<file path="src/rtl/wch_scheduler_pkg.sv">
// Shared constants, state encoding and rate helper
// for the weight-change update scheduler.
package wch_scheduler_pkg;

    localparam int M_DEF           = 784;
    localparam int N_DEF           = 8;
    localparam int W               = 24;
    localparam int TIMEOUT_DEF     = 16;
    localparam int DECAY_SHIFT_DEF = 6;
    localparam int IPW             = 10;
    // Shortest WAIT dwell; keeps start-to-start at M+6 or more.
    localparam int MIN_WAIT        = 5;

    typedef enum logic [2:0] {
        S_IDLE,
        S_START,
        S_SWEEP,
        S_WAIT,
        S_NEXT,
        S_FINISH
    } state_t;

    // lr - (lr >> sh), never below 1.
    function automatic logic [W-1:0] decay_floor(
        input logic [W-1:0] lr,
        input int unsigned  sh
    );
        logic [W-1:0] v;
        v = lr - (lr >> sh);
        return (v == '0) ? W'(1) : v;
    endfunction

endpackage

</file>
<file path="src/rtl/wch_scheduler_if.sv">
// Request / datapath bundle of the update scheduler.
// master drives requests and valid_wch, slave is the scheduler.
interface wch_scheduler_if #(
    parameter int N   = 8,
    parameter int W   = 24,
    parameter int IPW = 10
);
    localparam int NW = (N > 1) ? $clog2(N) : 1;

    logic           upd_req;
    logic [N-1:0]   spike_vec;
    logic           learn_en;
    logic           lr_load;
    logic [W-1:0]   lr_plus_init;
    logic [W-1:0]   lr_minus_init;
    logic           valid_wch;

    logic           start_wch;
    logic           spike_hold;
    logic [IPW-1:0] ip_select;
    logic [NW-1:0]  nrn_sel;
    logic [W-1:0]   del_w_plus;
    logic [W-1:0]   del_w_minus;
    logic           busy;
    logic           done;
    logic           overrun;
    logic           timeout_err;

    modport master (
        output upd_req, spike_vec, learn_en, lr_load,
        output lr_plus_init, lr_minus_init, valid_wch,
        input  start_wch, spike_hold, ip_select, nrn_sel,
        input  del_w_plus, del_w_minus, busy, done,
        input  overrun, timeout_err
    );

    modport slave (
        input  upd_req, spike_vec, learn_en, lr_load,
        input  lr_plus_init, lr_minus_init, valid_wch,
        output start_wch, spike_hold, ip_select, nrn_sel,
        output del_w_plus, del_w_minus, busy, done,
        output overrun, timeout_err
    );

endinterface

</file>
<file path="src/rtl/wch_scheduler_lr_decay.sv">
// Learning-rate registers: direct load when idle, deferred
// load while a pass runs, floored decay at pass end.
module lr_decay
    import wch_scheduler_pkg::*;
#(
    parameter int DECAY_SHIFT = DECAY_SHIFT_DEF
) (
    input  logic         clk,
    input  logic         rst,
    input  logic         i_load,
    input  logic         i_hold,
    input  logic         i_finish,
    input  logic [W-1:0] i_plus_init,
    input  logic [W-1:0] i_minus_init,
    output logic [W-1:0] o_plus,
    output logic [W-1:0] o_minus
);

    logic [W-1:0] r_plus;
    logic [W-1:0] r_minus;
    logic         r_pend;
    logic [W-1:0] r_pend_plus;
    logic [W-1:0] r_pend_minus;

    // Load beats pending load beats decay at pass end.
    always_ff @(posedge clk or posedge rst) begin
        if (rst) begin
            r_plus       <= '0;
            r_minus      <= '0;
            r_pend       <= 1'b0;
            r_pend_plus  <= '0;
            r_pend_minus <= '0;
        end else if (i_finish) begin
            r_pend <= 1'b0;
            if (i_load) begin
                r_plus  <= i_plus_init;
                r_minus <= i_minus_init;
            end else if (r_pend) begin
                r_plus  <= r_pend_plus;
                r_minus <= r_pend_minus;
            end else begin
                r_plus  <= decay_floor(r_plus, DECAY_SHIFT);
                r_minus <= decay_floor(r_minus, DECAY_SHIFT);
            end
        end else if (i_hold) begin
            if (i_load) begin
                r_pend       <= 1'b1;
                r_pend_plus  <= i_plus_init;
                r_pend_minus <= i_minus_init;
            end
        end else if (i_load) begin
            r_plus  <= i_plus_init;
            r_minus <= i_minus_init;
        end
    end

    assign o_plus  = r_plus;
    assign o_minus = r_minus;

endmodule

</file>
<file path="src/rtl/wch_scheduler.sv">
// Weight-update pass scheduler: per neuron, one start
// pulse, an address sweep and a bounded wait for valid_wch.
module wch_scheduler
    import wch_scheduler_pkg::*;
#(
    parameter int M           = M_DEF,
    parameter int N           = N_DEF,
    parameter int TIMEOUT     = TIMEOUT_DEF,
    parameter int DECAY_SHIFT = DECAY_SHIFT_DEF
) (
    input  logic            clk,
    input  logic            rst,
    wch_scheduler_if.slave  bus
);

    localparam int NW = (N > 1) ? $clog2(N) : 1;
    localparam int TW = $clog2(TIMEOUT + 1);

    state_t         r_state;
    state_t         w_state_nx;
    logic [IPW-1:0] r_ip;
    logic [NW-1:0]  r_nrn;
    logic [N-1:0]   r_cap;
    logic [TW-1:0]  r_tmo;
    logic           r_got;
    logic           r_ack;
    logic           r_ovr;
    logic           r_terr;

    logic           w_accept;
    logic           w_ack;
    logic           w_tmo_hit;
    logic           w_drop;
    logic           w_active;
    logic           w_finish;
    logic           w_seen;

    // State register.
    always_ff @(posedge clk or posedge rst) begin
        if (rst) r_state <= S_IDLE;
        else     r_state <= w_state_nx;
    end

    // Next state plus per-cycle request/timeout decisions.
    always_comb begin
        w_state_nx = r_state;
        w_accept   = 1'b0;
        w_ack      = 1'b0;
        w_tmo_hit  = 1'b0;
        w_seen     = bus.valid_wch | r_got;
        unique case (r_state)
            S_IDLE: begin
                if (bus.upd_req && !r_ack) begin
                    if (bus.learn_en) begin
                        w_accept   = 1'b1;
                        w_state_nx = S_START;
                    end else begin
                        w_ack = 1'b1;
                    end
                end
            end
            S_START: w_state_nx = S_SWEEP;
            S_SWEEP: begin
                if (r_ip == IPW'(M - 1))
                    w_state_nx = S_WAIT;
            end
            S_WAIT: begin
                if (w_seen && r_tmo >= TW'(MIN_WAIT - 1)) begin
                    w_state_nx = S_NEXT;
                end else if (!w_seen &&
                             r_tmo == TW'(TIMEOUT - 1)) begin
                    w_tmo_hit  = 1'b1;
                    w_state_nx = S_NEXT;
                end
            end
            S_NEXT: begin
                if (r_nrn == NW'(N - 1)) w_state_nx = S_FINISH;
                else                     w_state_nx = S_START;
            end
            S_FINISH: w_state_nx = S_IDLE;
            default:  w_state_nx = S_IDLE;
        endcase
    end

    assign w_active = (r_state == S_START) ||
                      (r_state == S_SWEEP) ||
                      (r_state == S_WAIT)  ||
                      (r_state == S_NEXT);
    assign w_finish = (r_state == S_FINISH);
    assign w_drop   = bus.upd_req &&
                      ((r_state != S_IDLE) || r_ack);

    // Captured spikes and neuron index.
    always_ff @(posedge clk or posedge rst) begin
        if (rst) begin
            r_cap <= '0;
            r_nrn <= '0;
        end else if (w_accept) begin
            r_cap <= bus.spike_vec;
            r_nrn <= '0;
        end else if (r_state == S_NEXT &&
                     w_state_nx == S_START) begin
            r_nrn <= r_nrn + NW'(1);
        end
    end

    // Address sweep: 0 with start, then 1..M-1, then back to 0.
    always_ff @(posedge clk or posedge rst) begin
        if (rst)
            r_ip <= '0;
        else if (r_state == S_START)
            r_ip <= IPW'(1);
        else if (r_state == S_SWEEP && w_state_nx == S_SWEEP)
            r_ip <= r_ip + IPW'(1);
        else
            r_ip <= '0;
    end

    // Wait-dwell counter; remembers an early valid_wch.
    always_ff @(posedge clk or posedge rst) begin
        if (rst) begin
            r_tmo <= '0;
            r_got <= 1'b0;
        end else if (r_state == S_WAIT &&
                     w_state_nx == S_WAIT) begin
            r_tmo <= r_tmo + TW'(1);
            r_got <= w_seen;
        end else begin
            r_tmo <= '0;
            r_got <= 1'b0;
        end
    end

    // Acknowledge-only done pulse and sticky error flags.
    always_ff @(posedge clk or posedge rst) begin
        if (rst) begin
            r_ack  <= 1'b0;
            r_ovr  <= 1'b0;
            r_terr <= 1'b0;
        end else begin
            r_ack <= w_ack;
            if (w_drop)    r_ovr  <= 1'b1;
            if (w_tmo_hit) r_terr <= 1'b1;
        end
    end

    lr_decay #(
        .DECAY_SHIFT (DECAY_SHIFT)
    ) u_lr (
        .clk          (clk),
        .rst          (rst),
        .i_load       (bus.lr_load),
        .i_hold       (w_active),
        .i_finish     (w_finish),
        .i_plus_init  (bus.lr_plus_init),
        .i_minus_init (bus.lr_minus_init),
        .o_plus       (bus.del_w_plus),
        .o_minus      (bus.del_w_minus)
    );

    assign bus.start_wch   = (r_state == S_START);
    assign bus.ip_select   = r_ip;
    assign bus.nrn_sel     = r_nrn;
    assign bus.spike_hold  = w_active & r_cap[r_nrn];
    assign bus.busy        = w_active;
    assign bus.done        = w_finish | r_ack;
    assign bus.overrun     = r_ovr;
    assign bus.timeout_err = r_terr;

endmodule

</file>
<file path="src/flat_wrapper.sv">
// flat-port wrapper written by rule: the top's interface ports become plain ports
module wch_scheduler_flat import wch_scheduler_pkg::*;
#(
    parameter int M           = M_DEF,
    parameter int N           = N_DEF,
    parameter int TIMEOUT     = TIMEOUT_DEF,
    parameter int DECAY_SHIFT = DECAY_SHIFT_DEF
)
  (clk, rst, bus_upd_req, bus_spike_vec, bus_learn_en, bus_lr_load, bus_lr_plus_init, bus_lr_minus_init, bus_valid_wch, bus_start_wch, bus_spike_hold, bus_ip_select, bus_nrn_sel, bus_del_w_plus, bus_del_w_minus, bus_busy, bus_done, bus_overrun, bus_timeout_err);
  wch_scheduler_if #(.N(N), .W(W), .IPW(IPW)) bus_i ();
  input  logic clk;
  input  logic rst;
  input wire logic [$bits(bus_i.upd_req)-1:0] bus_upd_req;
  input wire logic [$bits(bus_i.spike_vec)-1:0] bus_spike_vec;
  input wire logic [$bits(bus_i.learn_en)-1:0] bus_learn_en;
  input wire logic [$bits(bus_i.lr_load)-1:0] bus_lr_load;
  input wire logic [$bits(bus_i.lr_plus_init)-1:0] bus_lr_plus_init;
  input wire logic [$bits(bus_i.lr_minus_init)-1:0] bus_lr_minus_init;
  input wire logic [$bits(bus_i.valid_wch)-1:0] bus_valid_wch;
  output wire logic [$bits(bus_i.start_wch)-1:0] bus_start_wch;
  output wire logic [$bits(bus_i.spike_hold)-1:0] bus_spike_hold;
  output wire logic [$bits(bus_i.ip_select)-1:0] bus_ip_select;
  output wire logic [$bits(bus_i.nrn_sel)-1:0] bus_nrn_sel;
  output wire logic [$bits(bus_i.del_w_plus)-1:0] bus_del_w_plus;
  output wire logic [$bits(bus_i.del_w_minus)-1:0] bus_del_w_minus;
  output wire logic [$bits(bus_i.busy)-1:0] bus_busy;
  output wire logic [$bits(bus_i.done)-1:0] bus_done;
  output wire logic [$bits(bus_i.overrun)-1:0] bus_overrun;
  output wire logic [$bits(bus_i.timeout_err)-1:0] bus_timeout_err;
  assign bus_i.upd_req = bus_upd_req;
  assign bus_i.spike_vec = bus_spike_vec;
  assign bus_i.learn_en = bus_learn_en;
  assign bus_i.lr_load = bus_lr_load;
  assign bus_i.lr_plus_init = bus_lr_plus_init;
  assign bus_i.lr_minus_init = bus_lr_minus_init;
  assign bus_i.valid_wch = bus_valid_wch;
  assign bus_start_wch = bus_i.start_wch;
  assign bus_spike_hold = bus_i.spike_hold;
  assign bus_ip_select = bus_i.ip_select;
  assign bus_nrn_sel = bus_i.nrn_sel;
  assign bus_del_w_plus = bus_i.del_w_plus;
  assign bus_del_w_minus = bus_i.del_w_minus;
  assign bus_busy = bus_i.busy;
  assign bus_done = bus_i.done;
  assign bus_overrun = bus_i.overrun;
  assign bus_timeout_err = bus_i.timeout_err;
  wch_scheduler #(.M(M), .N(N), .TIMEOUT(TIMEOUT), .DECAY_SHIFT(DECAY_SHIFT)) u_core (.clk(clk), .rst(rst), .bus(bus_i));
endmodule
</file>
<file path="config.mk">
export PLATFORM = sky130hd
export DESIGN_NAME = wch_scheduler_flat
export DESIGN_NICKNAME = d
export VERILOG_FILES = /design/src/rtl/wch_scheduler_pkg.sv /design/src/rtl/wch_scheduler_if.sv /design/src/rtl/wch_scheduler_lr_decay.sv /design/src/rtl/wch_scheduler.sv /design/src/flat_wrapper.sv
export SDC_FILE = /design/constraint.sdc
export NUM_CORES = 1
export LEC_CHECK = 0
export ABC_CLOCK_PERIOD_IN_PS = 3800
export BUFFER_PORTS_ARGS = -buffer_cell sky130_fd_sc_hd__buf_2
export CORE_MARGIN = 5
export CORE_UTILIZATION = 58
export CTS_CLUSTER_SIZE = 24
export DETAILED_ROUTE_END_ITERATION = 6
export PLACE_DENSITY = 0.85
export SLEW_MARGIN = 25
export SYNTH_ARGS = -nofsm -noshare
export SYNTH_HDL_FRONTEND = slang
export SYNTH_HIERARCHICAL = 1
export SYNTH_SLANG_ARGS = --single-unit
</file>
<file path="constraint.sdc">
create_clock -name clk -period 3.8 [get_ports clk]
set_clock_uncertainty 0.15 [all_clocks]
set_input_delay 0.19 -clock clk [delete_from_list [all_inputs] [get_ports clk]]
set_output_delay 0.19 -clock clk [all_outputs]
set_load 0.03 [all_outputs]
</file>
# Word level (Yosys, flattened, before mapping)
# Index checks and enable logic that the tools add are counted.
[classes] n_addsub=5 magnitude_cmp=2 eq_ne=12 n_mux=39 bitwise=4 reduce_logical=23
[op_table] cell="24-bit 2-to-1 mux" n=12
[op_table] cell="24-bit logical NOT" n=2
[op_table] cell="24-bit by 18-bit subtractor with 24-bit output" n=2
[op_table] cell="3-bit 2-to-1 mux" n=8
[op_table] cell="10-bit 2-to-1 mux" n=2
[op_table] cell="3-bit case mux with 5 select lines" n=1
[op_table] cell="1-bit 2-to-1 mux" n=14
[op_table] cell="3-bit by 2-bit equality test with 1-bit output (second input constant)" n=4
[op_table] cell="10-bit by 1-bit adder with 10-bit output (second input constant)" n=1
[op_table] cell="10-bit equality test (second input constant)" n=1
[op_table] cell="3-bit equality test (second input constant)" n=3
[op_table] cell="1-bit logical AND" n=7
[op_table] cell="3-bit by 1-bit equality test with 1-bit output (second input constant)" n=2
[op_table] cell="2-bit nonzero test" n=3
[op_table] cell="5-bit by 1-bit adder with 5-bit output (second input constant)" n=1
[op_table] cell="5-bit by 4-bit equality test with 1-bit output (second input constant)" n=1
[op_table] cell="5-bit by 3-bit greater-or-equal comparator with 1-bit output (second input constant)" n=1
[op_table] cell="5-bit 2-to-1 mux" n=1
[op_table] cell="1-bit logical OR" n=4
[op_table] cell="3-bit by 4-bit less-than comparator with 1-bit output (second input constant)" n=1
[op_table] cell="2-bit AND reduction" n=2
[op_table] cell="3-bit by 1-bit adder with 3-bit output (second input constant)" n=1
[op_table] cell="1-bit binary-select mux with 3-bit select" n=1
[op_table] cell="3-bit logical NOT" n=1
[op_table] cell="7 further kinds" n=9
[totals] regBits=130 in_bits=62 word_cells=99

# Logic depth before layout (Yosys ltp)
[depth] ltp_word=10 depth_mapped=13

# Hierarchy
# The synthesis kept the hierarchy.
[modules_own_cells] mod="lr_decay" n_inst=1 cells_each=787 area_each_um2=6982.9 seq_area_each_um2=2427.3
[modules_own_cells] mod="wch_scheduler" n_inst=1 cells_each=144 area_each_um2=1635.3 seq_area_each_um2=825.8

# Worst setup path after synthesis
# No wires, ideal clock.
[synth_timing] path_type="register -> register" start="register u_core.u_lr.r_plus[0], in the netlist u_core/u_lr/o_plus[0]" end="register u_core.u_lr.r_plus[0], in the netlist u_core/u_lr/o_plus[0]" setup_ns=0.104 t_arrival_ns=3.020 required_time_ns=3.546 path_slack_ns=0.526 path_stages_with_launch=13 path_buffers=0 period_less_slack_ns=3.274 cell_sequence="dfrtp_1 inv_1 ha_1 fa_1 nand2b_2 a21oi_2 o221ai_2 o41ai_1 and2_1 nand2b_1 xnor2_2 nand4_1 o41ai_2"
[synth_via] elab_chain_cells=6
[synth_rtl] element="start: declaration" line_no="wch_scheduler_lr_decay.sv:19" rtl="logic [W-1:0] r_plus;"
[synth_rtl] element="start signal: assignment" line_no="wch_scheduler_lr_decay.sv:36" rtl="r_plus <= i_plus_init;"
[synth_rtl] element="start signal: assignment" line_no="wch_scheduler_lr_decay.sv:39" rtl="r_plus <= r_pend_plus;"
[synth_rtl] element="start signal: assignment" line_no="wch_scheduler_lr_decay.sv:42" rtl="r_plus <= decay_floor(r_plus, DECAY_SHIFT);"
[synth_rtl] element="24-bit by 18-bit subtractor with 24-bit output (*)" line_no="wch_scheduler_pkg.sv:29" rtl="v = lr - (lr >> sh);"
[synth_rtl] element="24-bit logical NOT" line_no="wch_scheduler_pkg.sv:30" rtl="return (v == '0) ? W'(1) : v;"
[synth_rtl] element="24-bit 2-to-1 mux (*)" line_no="wch_scheduler_pkg.sv:30"
[synth_rtl] element="24-bit 2-to-1 mux (*)" line_no="wch_scheduler_lr_decay.sv:38" rtl="end else if (r_pend) begin"
[synth_rtl] element="24-bit 2-to-1 mux (*)" line_no="wch_scheduler_lr_decay.sv:35" rtl="if (i_load) begin"
[synth_rtl] element="24-bit 2-to-1 mux (*)" line_no="wch_scheduler_lr_decay.sv:33" rtl="end else if (i_finish) begin"
# Every way passes the cells marked *; elsewhere a longest branch is shown, timed or not.
# A chain may end at the register's enable or synchronous reset.

# Worst setup path after layout
[layout_timing] start="register u_core.r_state[1]" end="register u_core.u_lr.r_plus[0], in the netlist u_core/u_lr/o_plus[0]"
[layout_via] word_cells_on_any_way=12
[layout_rtl] element="start: declaration" line_no="wch_scheduler.sv:19" rtl="state_t r_state;"
[layout_rtl] element="start signal: assignment" line_no="wch_scheduler.sv:41" rtl="else r_state <= w_state_nx;"
[layout_rtl] element="3-bit equality test (*)" line_no="wch_scheduler.sv:89" rtl="assign w_finish = (r_state == S_FINISH);"
[layout_rtl] element="named net u_core.w_finish" line_no="wch_scheduler.sv:35" rtl="logic w_finish;"
[layout_rtl] element="2-bit inequality test (no source line) / 2-bit nonzero test (equally long branches)"
[layout_rtl] element="2-bit AND reduction (no source line)"
[layout_rtl] element="end signal: assignment" line_no="wch_scheduler_lr_decay.sv:39"
[layout_rtl] element="end signal: assignment" line_no="wch_scheduler_lr_decay.sv:42"
[layout_rtl] element="end signal: assignment" line_no="wch_scheduler_lr_decay.sv:52" rtl="r_plus <= i_plus_init;"
# Mark *: on every way through the listed nets, which the timed path passes. The rest lies on a longest branch.

==> metrics.txt <==
status complete, no violations; Max-Cap Viols 0; Worst Hold End u_core/r_got; final setup margin 411 ps; sequential share of power between 20% and 30%; largest fanout on the critical path 25; most frequent cells in the layout 130 x dfrtp_1, 128 x buf_2, 63 x o21ai_0; initial antenna violation count 1; Netlist Area Pre-Place 0.00862 sq mm; Post-CTS Repair Setup Buffers 0; register area share after synthesis between 30% and 40%; largest net degree at the start of global routing 76; Initial DRT Pass Iterations 6; vias per inst 6.48; Clock Tree Buf Depth 2; Worst EP arrival 3560 ps; Post-Place Setup Slack 450 ps; commonest non-fill, non-tap cell in the layout dfrtp_1; # hold bufs at CTS 60; DRT antenna net count 0; vias in the first global route 8,321; drt wl/cell 20.6 um; hold path start bus_valid_wch; clock tree from TritonCTS done; first-pass GRT wire length 43.5 mm; final setup fails 0; placed cell count 1,200; leakage ~4.8 nW; asr flop ratio synth 100%; Starting Density 59.3%; final worst path period share 89.2%; Tightest Pin Transition around 1000 ps; Synth warnings 6; switching share of power approximately half; clk sinks 130; Setup CP Type reg -> reg; CP max stage cell and3b_1; Synth Instances 931; # rows 44; minimum clock period 3390 ps; clock insertion delay at the later pin of the skew report 430 ps; switching pwr approximately 4.7 mW; RR Endpoint u_core/u_lr/o_plus[0]; port bufs roughly 130; PwrDens 909 mW/mm^2; via count around 8.4k; startpoint types register; Max VDD drop around 530 uV; Synth Net Count roughly 1.0k; worst reg-to-reg path cell count 10; Crit. End Element register; Yosys reg bits 130; Int Pwr 4.94 mW; die width around 130 um; Gate power share between 50% and 60%; Final Non-Filler Cells 1,292; multi-input logic area 0.00493 sq mm; Placeable Area about 0.015 sq mm; Reg-to-Reg Start u_core/r_state[1]; final hold violation count 0; fmax between 200 and 300 MHz; final wirelength roughly 27 mm; cts bufs inserted 17; area post-placement 0.00938 sq mm; layout cells sized above 1 23.5%; GR Util All Layers 30.4%; worst min path class in -> reg; DR DRC count 0; crit path cell chain and3b_1, nor2b_2, nand2_1, o22ai_1, nor4_1, and3_1, nand4_1, nor3_1, nand4_1, o41ai_2; Clock power frac between 15 and 20%; Post-Route Setup TNS 0 ps; post-cts resize count 0; Final HPWL DP 17.8 mm; CP most frequent cell nand4_1; CP Data Required Time 3970 ps; Layout area overhead 22.7%; r2r setup slk 410 ps; GR Overflow Total 0; Pins Over Slew Limit 0; Seq. cell area between 0.003 and 0.004 sq mm; Final Wtd Congestion 0.950; RSZ-0062 raised after global routing false; slowest stage delay, CP 570 ps; clock root cell clkbuf_16; Netlist cell types slightly below 80; Hold WS 52.9 ps; CP top delay family simple AND/OR/NAND/NOR gates; Syn Area/Cell between 9 and 10 sq um; CP Buf/Inv Count 0; I/O pins 129; ys flop type dfrtp_1; Rel. slew slack 31.5%; Filler cells 1,059; Post-synth EDFFs 0; die height 132 um; final std cell area, no fill 0.0106 sq mm; Die ar. 0.0174 sq mm; Hold Path Depth 3; Iter 0 DRT Violations 1,018; clock-pin slew on the worst setup and hold paths 60 ps; cell depth of the worst setup path 10; H-tree levels 4; Layout Nets 1,201; number of diodes 0
==> routing by layer <==
layer	wire length (um)	part of all wire (%)	vias up	GRT usage, %
met2	12500	47	476	48.1
li1	-	-	3782	-
met5	7	0.026	-	0
met4	920	3.5	2	12.9
met1	10600	40	4032	40.1
met3	2540	9.5	82	7.37
==> worst max-delay path by stage <==
stage                                  endpoint                  start  slack [ps]
after CTS                 u_core/u_lr/o_plus[0]  u_core/u_lr/o_plus[6]         440
after global routing      u_core/u_lr/o_plus[0]  u_core/u_lr/o_plus[6]         190
after detailed placement  u_core/u_lr/o_plus[0]  u_core/u_lr/o_plus[6]         450
after global placement    u_core/u_lr/o_plus[0]  u_core/u_lr/o_plus[6]         570
final                     u_core/u_lr/o_plus[0]      u_core/r_state[1]         410
after floorplan           u_core/u_lr/o_plus[0]  u_core/u_lr/o_plus[0]         530
==> cell type report <==
class | count | share of cell area (%)
Multi-Input combinational cell | 688 | 46.6
Clock buffer | 21 | 4.35
Sequential cell | 130 | 30.8
Clock inverter | 11 | 1.28
Inverter | 58 | 2.11
Timing Repair Buffer | 200 | 12.7
Tap cell | 184 | 2.18
==> cell usage after synthesis, drive strengths merged, types with 13 or more instances <==
library cell,count,area (sq um)
a21o,16,121
a21oi,62,318
a22oi,17,128
a31oi,15,93.8
buf,13,66.3
clkbuf,42,158
dfrtp,130,3250
ha,42,526
inv,58,218
mux2,57,642
mux2i,19,190
nand2,58,218
nand3,16,80.1
nor2,60,230
nor3,19,95.1
o211ai,15,118
o21ai,64,320
o22ai,27,169
xnor2,22,200
xor2,13,114
==> sequential cells by signal (all words and copies together), names as in the netlist <==
name	count
u_core/bus.ip_select	10
u_core/bus.nrn_sel	3
u_core/bus.overrun	1
u_core/bus.timeout_err	1
u_core/r_ack	1
u_core/r_cap	8
u_core/r_got	1
u_core/r_state	3
u_core/r_tmo	5
u_core/u_lr/o_minus	24
u_core/u_lr/o_plus	24
u_core/u_lr/r_pend	1
u_core/u_lr/r_pend_minus	24
u_core/u_lr/r_pend_plus	24
==> metrics by stage <==
step / power [mW] / util, %
after floorplan: 6.25 / -
after global placement: 7.60 / 64.5
after detailed placement: 7.64 / 64.5
after CTS: 9.45 / 72.7
after global routing: 10.2 / 72.8
final: 9.61 / 72.8
==> cells by family (layout without fill, tap and decap cells) <==
group / after synthesis / count (layout) / share of synthesized area, %
AOI/OAI and AO/OA: 288 / 288 / 22.2
xor gates and xnor gates: 35 / 35 / 3.64
adders and majority gates: 44 / 44 / 6.56
buffers and inverters: 113 / 290 / 5.12
DFF: 130 / 130 / 37.7
muxes: 78 / 78 / 10.2
and+or+nand+nor: 243 / 243 / 14.6
==> power by group through the flow <==
stage                     clock network, mW  registers (mW)  logic, mW
after global placement                    0            2.19       5.41
after floorplan                           0            2.55       3.71
after global routing                   1.75            2.25       6.19
after detailed placement                  0            2.20       5.45
after CTS                              1.69            2.18       5.58
final                                  1.69            2.20       5.73
==> worst min-delay path, cell delays in order <==
cell and delay [ps]:
buf_2 90, nor2_1 80, nor3b_1 210
Note: power is estimated with default switching activity, not from simulation.
